<file path="src/rtl/riscspm_pkg.sv">
// Shared definitions for the RISC_SPM memory-side units: default widths and
// the read-unit state encoding.
package riscspm_pkg;

  localparam int ADDR_W = 8;
  localparam int DATA_W = 8;

  localparam logic [1:0] ST_IDLE = 2'd0;
  localparam logic [1:0] ST_WAIT = 2'd1;
  localparam logic [1:0] ST_HOLD = 2'd2;

  typedef enum logic [1:0] {
    S_IDLE = ST_IDLE,
    S_WAIT = ST_WAIT,
    S_HOLD = ST_HOLD,
    S_BAD  = 2'd3
  } rd_state_t;

endpackage

</file>
<file path="src/rtl/lat_counter.sv">
// Loadable down-counter that times the memory read latency; flags the last
// cycle of the wait (cnt == 1) and never wraps below 1.
module lat_counter #(
  parameter int LOAD = 2
) (
  input  logic clk,
  input  logic rst,
  input  logic load,
  input  logic dec,
  output logic last
);

  localparam int W = $clog2(LOAD + 1);

  logic [W-1:0] cnt;

  always_ff @(posedge clk or posedge rst) begin
    if (rst) begin
      cnt <= '0;
    end else if (load) begin
      cnt <= W'(LOAD);
    end else if (dec && (cnt > W'(1))) begin
      cnt <= cnt - W'(1);
    end
  end

  assign last = (cnt == W'(1));

endmodule

</file>
<file path="src/rtl/mem_read_unit.sv">
// Read-side request/response unit: issues one registered read strobe per
// accepted request and hands the captured word to the consumer over valid/ready.
module mem_read_unit
  import riscspm_pkg::*;
#(
  parameter int ADDR_W = riscspm_pkg::ADDR_W,
  parameter int DATA_W = riscspm_pkg::DATA_W,
  parameter int RD_LAT = 2
) (
  input  logic              clk,
  input  logic              rst,
  input  logic              req_valid,
  output logic              req_ready,
  input  logic [ADDR_W-1:0] req_addr,
  output logic [ADDR_W-1:0] mem_addr,
  output logic              mem_rd,
  input  logic [DATA_W-1:0] mem_data,
  output logic              rsp_valid,
  input  logic              rsp_ready,
  output logic [DATA_W-1:0] rsp_data,
  output logic              busy
);

  rd_state_t state_q, state_d;
  logic      start_rd;
  logic      capture;
  logic      cnt_last;
  logic      cnt_dec;

  // The latency count only runs once the strobe cycle is over, so the word is
  // captured RD_LAT edges after the memory has sampled mem_rd.
  assign cnt_dec = (state_q == S_WAIT) && !mem_rd;

  lat_counter #(.LOAD(RD_LAT)) u_lat_counter (
    .clk  (clk),
    .rst  (rst),
    .load (start_rd),
    .dec  (cnt_dec),
    .last (cnt_last)
  );

  always_ff @(posedge clk or posedge rst) begin
    if (rst) begin
      state_q <= S_IDLE;
    end else begin
      state_q <= state_d;
    end
  end

  always_comb begin
    state_d   = state_q;
    req_ready = 1'b0;
    start_rd  = 1'b0;
    capture   = 1'b0;
    case (state_q)
      S_IDLE: begin
        req_ready = 1'b1;
        if (req_valid) begin
          start_rd = 1'b1;
          state_d  = S_WAIT;
        end
      end
      S_WAIT: begin
        if (cnt_last && !mem_rd) begin
          capture = 1'b1;
          state_d = S_HOLD;
        end
      end
      S_HOLD: begin
        req_ready = rsp_ready;
        if (rsp_ready) begin
          if (req_valid) begin
            start_rd = 1'b1;
            state_d  = S_WAIT;
          end else begin
            state_d = S_IDLE;
          end
        end
      end
      default: state_d = S_IDLE;
    endcase
  end

  always_ff @(posedge clk or posedge rst) begin
    if (rst) begin
      mem_addr <= '0;
      mem_rd   <= 1'b0;
    end else begin
      mem_rd <= start_rd;
      if (start_rd) begin
        mem_addr <= req_addr;
      end
    end
  end

  // Response register: only a capture in WAIT loads it, so data arriving after
  // an aborted read is never seen by the consumer.
  always_ff @(posedge clk or posedge rst) begin
    if (rst) begin
      rsp_valid <= 1'b0;
      rsp_data  <= '0;
    end else if (capture) begin
      rsp_valid <= 1'b1;
      rsp_data  <= mem_data;
    end else if ((state_q == S_HOLD) && rsp_ready) begin
      rsp_valid <= 1'b0;
    end
  end

  assign busy = (state_q == S_WAIT) || (state_q == S_HOLD);

endmodule

</file>
<file path="config.mk">
export PLATFORM = sky130hd
export DESIGN_NAME = mem_read_unit
export DESIGN_NICKNAME = d
export VERILOG_FILES = /design/src/rtl/riscspm_pkg.sv /design/src/rtl/lat_counter.sv /design/src/rtl/mem_read_unit.sv
export SDC_FILE = /design/constraint.sdc
export NUM_CORES = 1
export LEC_CHECK = 0
export CORE_MARGIN = 8
export CORE_UTILIZATION = 42
export DETAILED_ROUTE_END_ITERATION = 10
export PLACE_DENSITY = 0.81
export SLEW_MARGIN = 10
export SYNTH_ARGS = -nofsm -noshare
export SYNTH_HDL_FRONTEND = slang
export SYNTH_HIERARCHICAL = 1
export SYNTH_SLANG_ARGS = --single-unit
</file>
<file path="constraint.sdc">
create_clock -name clk -period 2.4 [get_ports clk]
set_clock_uncertainty 0.2 [all_clocks]
set_input_delay 0.36 -clock clk [delete_from_list [all_inputs] [get_ports clk]]
set_output_delay 0.36 -clock clk [all_outputs]
set_load 0.05 [all_outputs]
</file>
### Yosys cells after proc, flatten, opt, wreduce, memory -nomap -nowiden

Index checks and enable logic that the tools add are counted.

| operators by class | value |
|---|---|
| add/sub/neg operators | 1 |
| multiply operators | 0 |
| div/mod/pow operators | 0 |
| magnitude comparators | 1 |
| equality and inequality tests | 6 |
| shift-type cells | 0 |
| multiplexer cells | 15 |
| bitwise gates (word level) | 0 |
| reduce and logical (&&, ||, !) cells | 10 |

Operators with widths:

| operator | number |
|---|---|
| two-way mux 2 bit | 5 |
| two-way mux 1 bit | 7 |
| case mux 2 bit (3 select lines) | 1 |
| == test 2 x 1 -> 1 bit (second input constant) | 2 |
| logical AND 1 bit | 4 |
| != test 2 bit (second input constant) | 2 |
| case mux 1 bit (2 select lines) | 2 |
| nonzero test 2 bit | 2 |
| AND reduction 3 bit | 1 |
| == test 2 bit (second input constant) | 1 |
| greater-than comparator 2 x 1 -> 1 bit (second input constant) | 1 |
| zero test 2 bit | 1 |
| != test 2 x 1 -> 1 bit (second input constant) | 1 |
| subtractor 2 x 1 -> 2 bit (second input constant) | 1 |
| zero test 1 bit | 1 |
| logical OR 1 bit | 1 |

| word-level totals | value |
|---|---|
| register bits after elaboration | 22 |
| latch bits | 0 |
| RAM bits | 0 |
| memory bits (read-only) | 0 |
| output and inout port bits | 20 |
| memories kept | 0 |

### Longest topological paths before layout

| logic depth | value |
|---|---|
| depth in word-level cells | 5 |
| gate-level depth with buffers | 6 |

### By module

Netlist, hierarchy kept.

Modules (own cells, without submodules):

| module | times used | cells an instance | area each (um^2) | seq. area each (um^2) |
|---|---|---|---|---|
| mem_read_unit | 1 | 63 | 888.4 | 500.5 |
| lat_counter | 1 | 11 | 131.4 | 50.0 |

### Worst setup path after synthesis

No wires, ideal clock.

| path | value |
|---|---|
| path kind | register to output |
| start | register state_q[0] |
| end | output port req_ready |
| data arrival time | 1477 ps |
| data required time | 1840 ps |
| setup slack | 363 ps |
| cell stages (with the launch flop) | 5 |
| cells stage by stage | dfrtp_1 > inv_1 > ha_1 > a21oi_2 > nor2_1 |

| on the way | value |
|---|---|
| word-level cells in the longest chain between the ends | 2 |
| elaborated cells on any way between the ends | 3 |
| classes of those cells | eq/ne: 1; mux: 1; reduce/logical: 1 |

Ends and longest elaborated chain:

| element | line | text |
|---|---|---|
| start, declared | mem_read_unit.sv:24 | `rd_state_t state_q, state_d;` |
| start signal, assigned | mem_read_unit.sv:46 | `state_q <= state_d;` |
| == test 2 bit / zero test 2 bit (equally long branches) | mem_read_unit.sv:55 | `case (state_q)` |
| case mux 1 bit (2 select lines) * | mem_read_unit.sv:55 |  |
| end, declared | mem_read_unit.sv:13 | `output logic req_ready,` |

Every way passes the cells marked *; elsewhere a longest branch is shown, timed or not.

### Worst setup path after layout

Ends and elaborated chain as after synthesis.

==> summary.md <==
| Metric | Value |
|---|---|
| Status | completed |
| HPWL Detailed | 1790 µm |
| Htree depth | 1 |
| Max-slew violation count | 0 |
| Critical path destination | req_ready |
| Core Rows | 18 |
| Worst path depth | 5 |
| Worst slew pin tran | 0.516 ns |
| Syn. warnings | 6 |
| Share of cells above drive strength 1 | approximately 26% |
| Die H | roughly 65 µm |
| CTS tree | done |
| Met3 wire length | 171 µm |
| Worst stage delay on the critical path | 0.44 ns |
| Core Util, Final | 63.4% |
| Setup crit start | state_q[0] |
| Startpoint types | flop |
| Die Width | roughly 65 µm |
| Worst R2R Start | state_q[1] |
| DR WL/cell | about 14 µm |
| Final period util | 90.2% |
| Routability cong. | just over 0.8 |
| Nets | roughly 150 |
| Buf+Inv Stages, Crit Path | 2 |
| Reg2Reg Setup Slack | 0.35 ns |
| Library cells used by synthesis | 17 |
| Initial Utilization | 42.7% |
| Hold buffer count at CTS | 0 |
| Seq/Total Area, Yosys | 54.0% |
| GR Overflow Total | 0 |
| Synthesized area per cell | 13.8 µm² |
| Syn_nets | 102 |
| Critical path class | flop to output port |
| Max Buffers Root-to-Sink | 2 |
| Placed Area | around 0.0015 mm² |
| Unrepaired setup endpoints after global routing | false |
| Met1 WL | 823 µm |
| Clock buffer count from CTS | 3 |
| Number of routed nets with antenna violations | 0 |
| # diodes | 0 |
| Largest net degree at the start of global routing | 21 |
| Pre-CTS WS | 0.340 ns |
| Crit. End Element | output port |
| First-pass GRT wire length | 3550 µm |
| CP Cell Sequence | inv_1 > ha_1 > a21oi_2 > nor2_1 > buf_12 |
| Vias | 697 |
| Critical-path maximum fanout | 5 |
| R2r endpoint | rsp_data[4] |
| FMAX | 462 MHz |
| CP Data Required Time | 1.84 ns |
| Clock root buffer | clkbuf_4 |
| Pre-antenna DRT Iters | 4 |
| Syn Std Cell Area | 0.00102 mm² |
| Syn Inst Count | 74 |
| Hold Fails Final Rpt | 0 |
| Clock slew seen by the registers of the worst setup and hold paths | 0.11 ns |
| Number of DRC markers in iteration 0 | 21 |
| DRC viols | 0 |
| Number of synthesized register bits | 22 |
| Top-level I/O count | 40 |
| Area grow syn2layout | 48.5% |
| Die area | 0.00426 mm² |
| Postcts setup bufs | 0 |
| Min-delay worst type | input port to async pin |
| Met2 WL post-DR | 1070 µm |
| Most frequent cells in the layout | clkdlybuf4s50_1, dfrtp_1, mux2_2 |
| Fillers | 198 |
| Sequential cell area | around 550 µm² |
| Fin area | ~0.0015 mm² |
| Number of global-route vias before repair | 800 |
| Detail-routed via count per cell | 4.65 |
| PortBufs | 39 |
| Clock sink total | 22 |
| Total GRT Usage | 10.7% |
| Most common cell after layout, fill and taps aside | clkdlybuf4s50_1 |
| Top cell family by delay on the critical path | flip-flops |
| Max Used Layer | met4 |
| Period minus WS final | 2.16 ns |
| Register-to-Register Path Depth | 5 |
| Drt total wl | 2090 µm |
| Slew headroom | 65.5% |
| Max_cap viols | 0 |
| CP arrival | 1.60 ns |
| Multi-input logic area | 443 µm² |
| Slowest CP cell | dfrtp_1 |
| Core box area | 0.00239 mm² |
| Final Setup Violations | 0 |
| Post-CTS sizing | 0 |
| Initial antenna violation count | 0 |
| Worst setup margin | 0.235 ns |
| Post-Route Setup TNS | 0 ns |
| Latest clock arrival within the worst-skew pair | 0.29 ns |
-- area by class of cell --
type | count | share of cell area (%)
Inverter | 7 | 1.74
Tap cell | 30 | 2.48
Timing Repair Buffer | 42 | 27.8
Sequential cell | 22 | 36.4
Multi-Input combinational cell | 45 | 29.3
Clock buffer | 4 | 2.40
-- worst min path at each step --
stage          slack (ns)   startpoint                    to
6_report             0.02          rst  u_lat_counter/cnt[0]
5_1_grt              0.02          rst  u_lat_counter/cnt[0]
4_1_cts              0.02          rst  u_lat_counter/cnt[1]
3_5_place_dp         0.30  mem_addr[5]           mem_addr[5]
3_3_place_gp         0.29    rsp_valid             rsp_valid
2_1_floorplan        -0.1          rst  u_lat_counter/cnt[0]
-- synth_stat cells --
cell,number,area (µm²)
dfrtp_1,22,551
a222oi_1,1,10.0
nor2b_1,1,6.26
a21oi_1,1,5.00
a21oi_2,1,8.76
and2b_1,1,7.51
nand2_1,4,15.0
nor2_1,4,15.0
nor3b_1,1,7.51
mux2_4,1,15.0
nor3_4,1,16.3
ha_1,8,100
o21bai_1,1,7.51
nand2b_1,1,6.26
mux2_2,18,203
inv_1,7,26.3
nand3b_4,1,20.0
-- layer usage --
layer  GRT usage, %  vias up
met4           5.72        0
li1               -      343
met1           11.4      330
met5              0        -
met2           18.1       22
met3           3.74        2
-- state kept, by name, indices dropped and copies added, names as in the netlist --
name	flops
rsp_valid	1
state_q	2
rsp_data	8
mem_addr	8
mem_rd	1
u_lat_counter/cnt	2
-- kinds of logic (layout without fill, tap and decap cells) --
logic type / count (synthesis) / count (layout) / share of synthesized area [%]
buf+inv: 7 / 53 / 2.58
compound gates: 4 / 4 / 3.07
simple gates: 14 / 14 / 9.20
mux: 19 / 19 / 21.3
flops: 22 / 22 / 54.0
fa+ha+maj: 8 / 8 / 9.82
-- per-stage QoR --
| step | hold WS, ns | cells |
|---|---|---|
| floorplan | -0.0988 | 74 |
| global placement | 0.287 | 146 |
| detailed placement | 0.299 | 146 |
| CTS | 0.0184 | 150 |
| global route | 0.0187 | 150 |
| finish | 0.0246 | 150 |
-- worst reg2reg max path, stage by stage (launching register included) --
cell and delay, ns:
dfrtp_1 0.44, inv_1 0.15, ha_1 0.19, nor2b_1 0.29
nand2_1 0.31, mux2_2 0.36
Power is left out: the tool's default activity adds up to more than one toggle a clock period on the data nets, which glitch-free logic cannot reach.
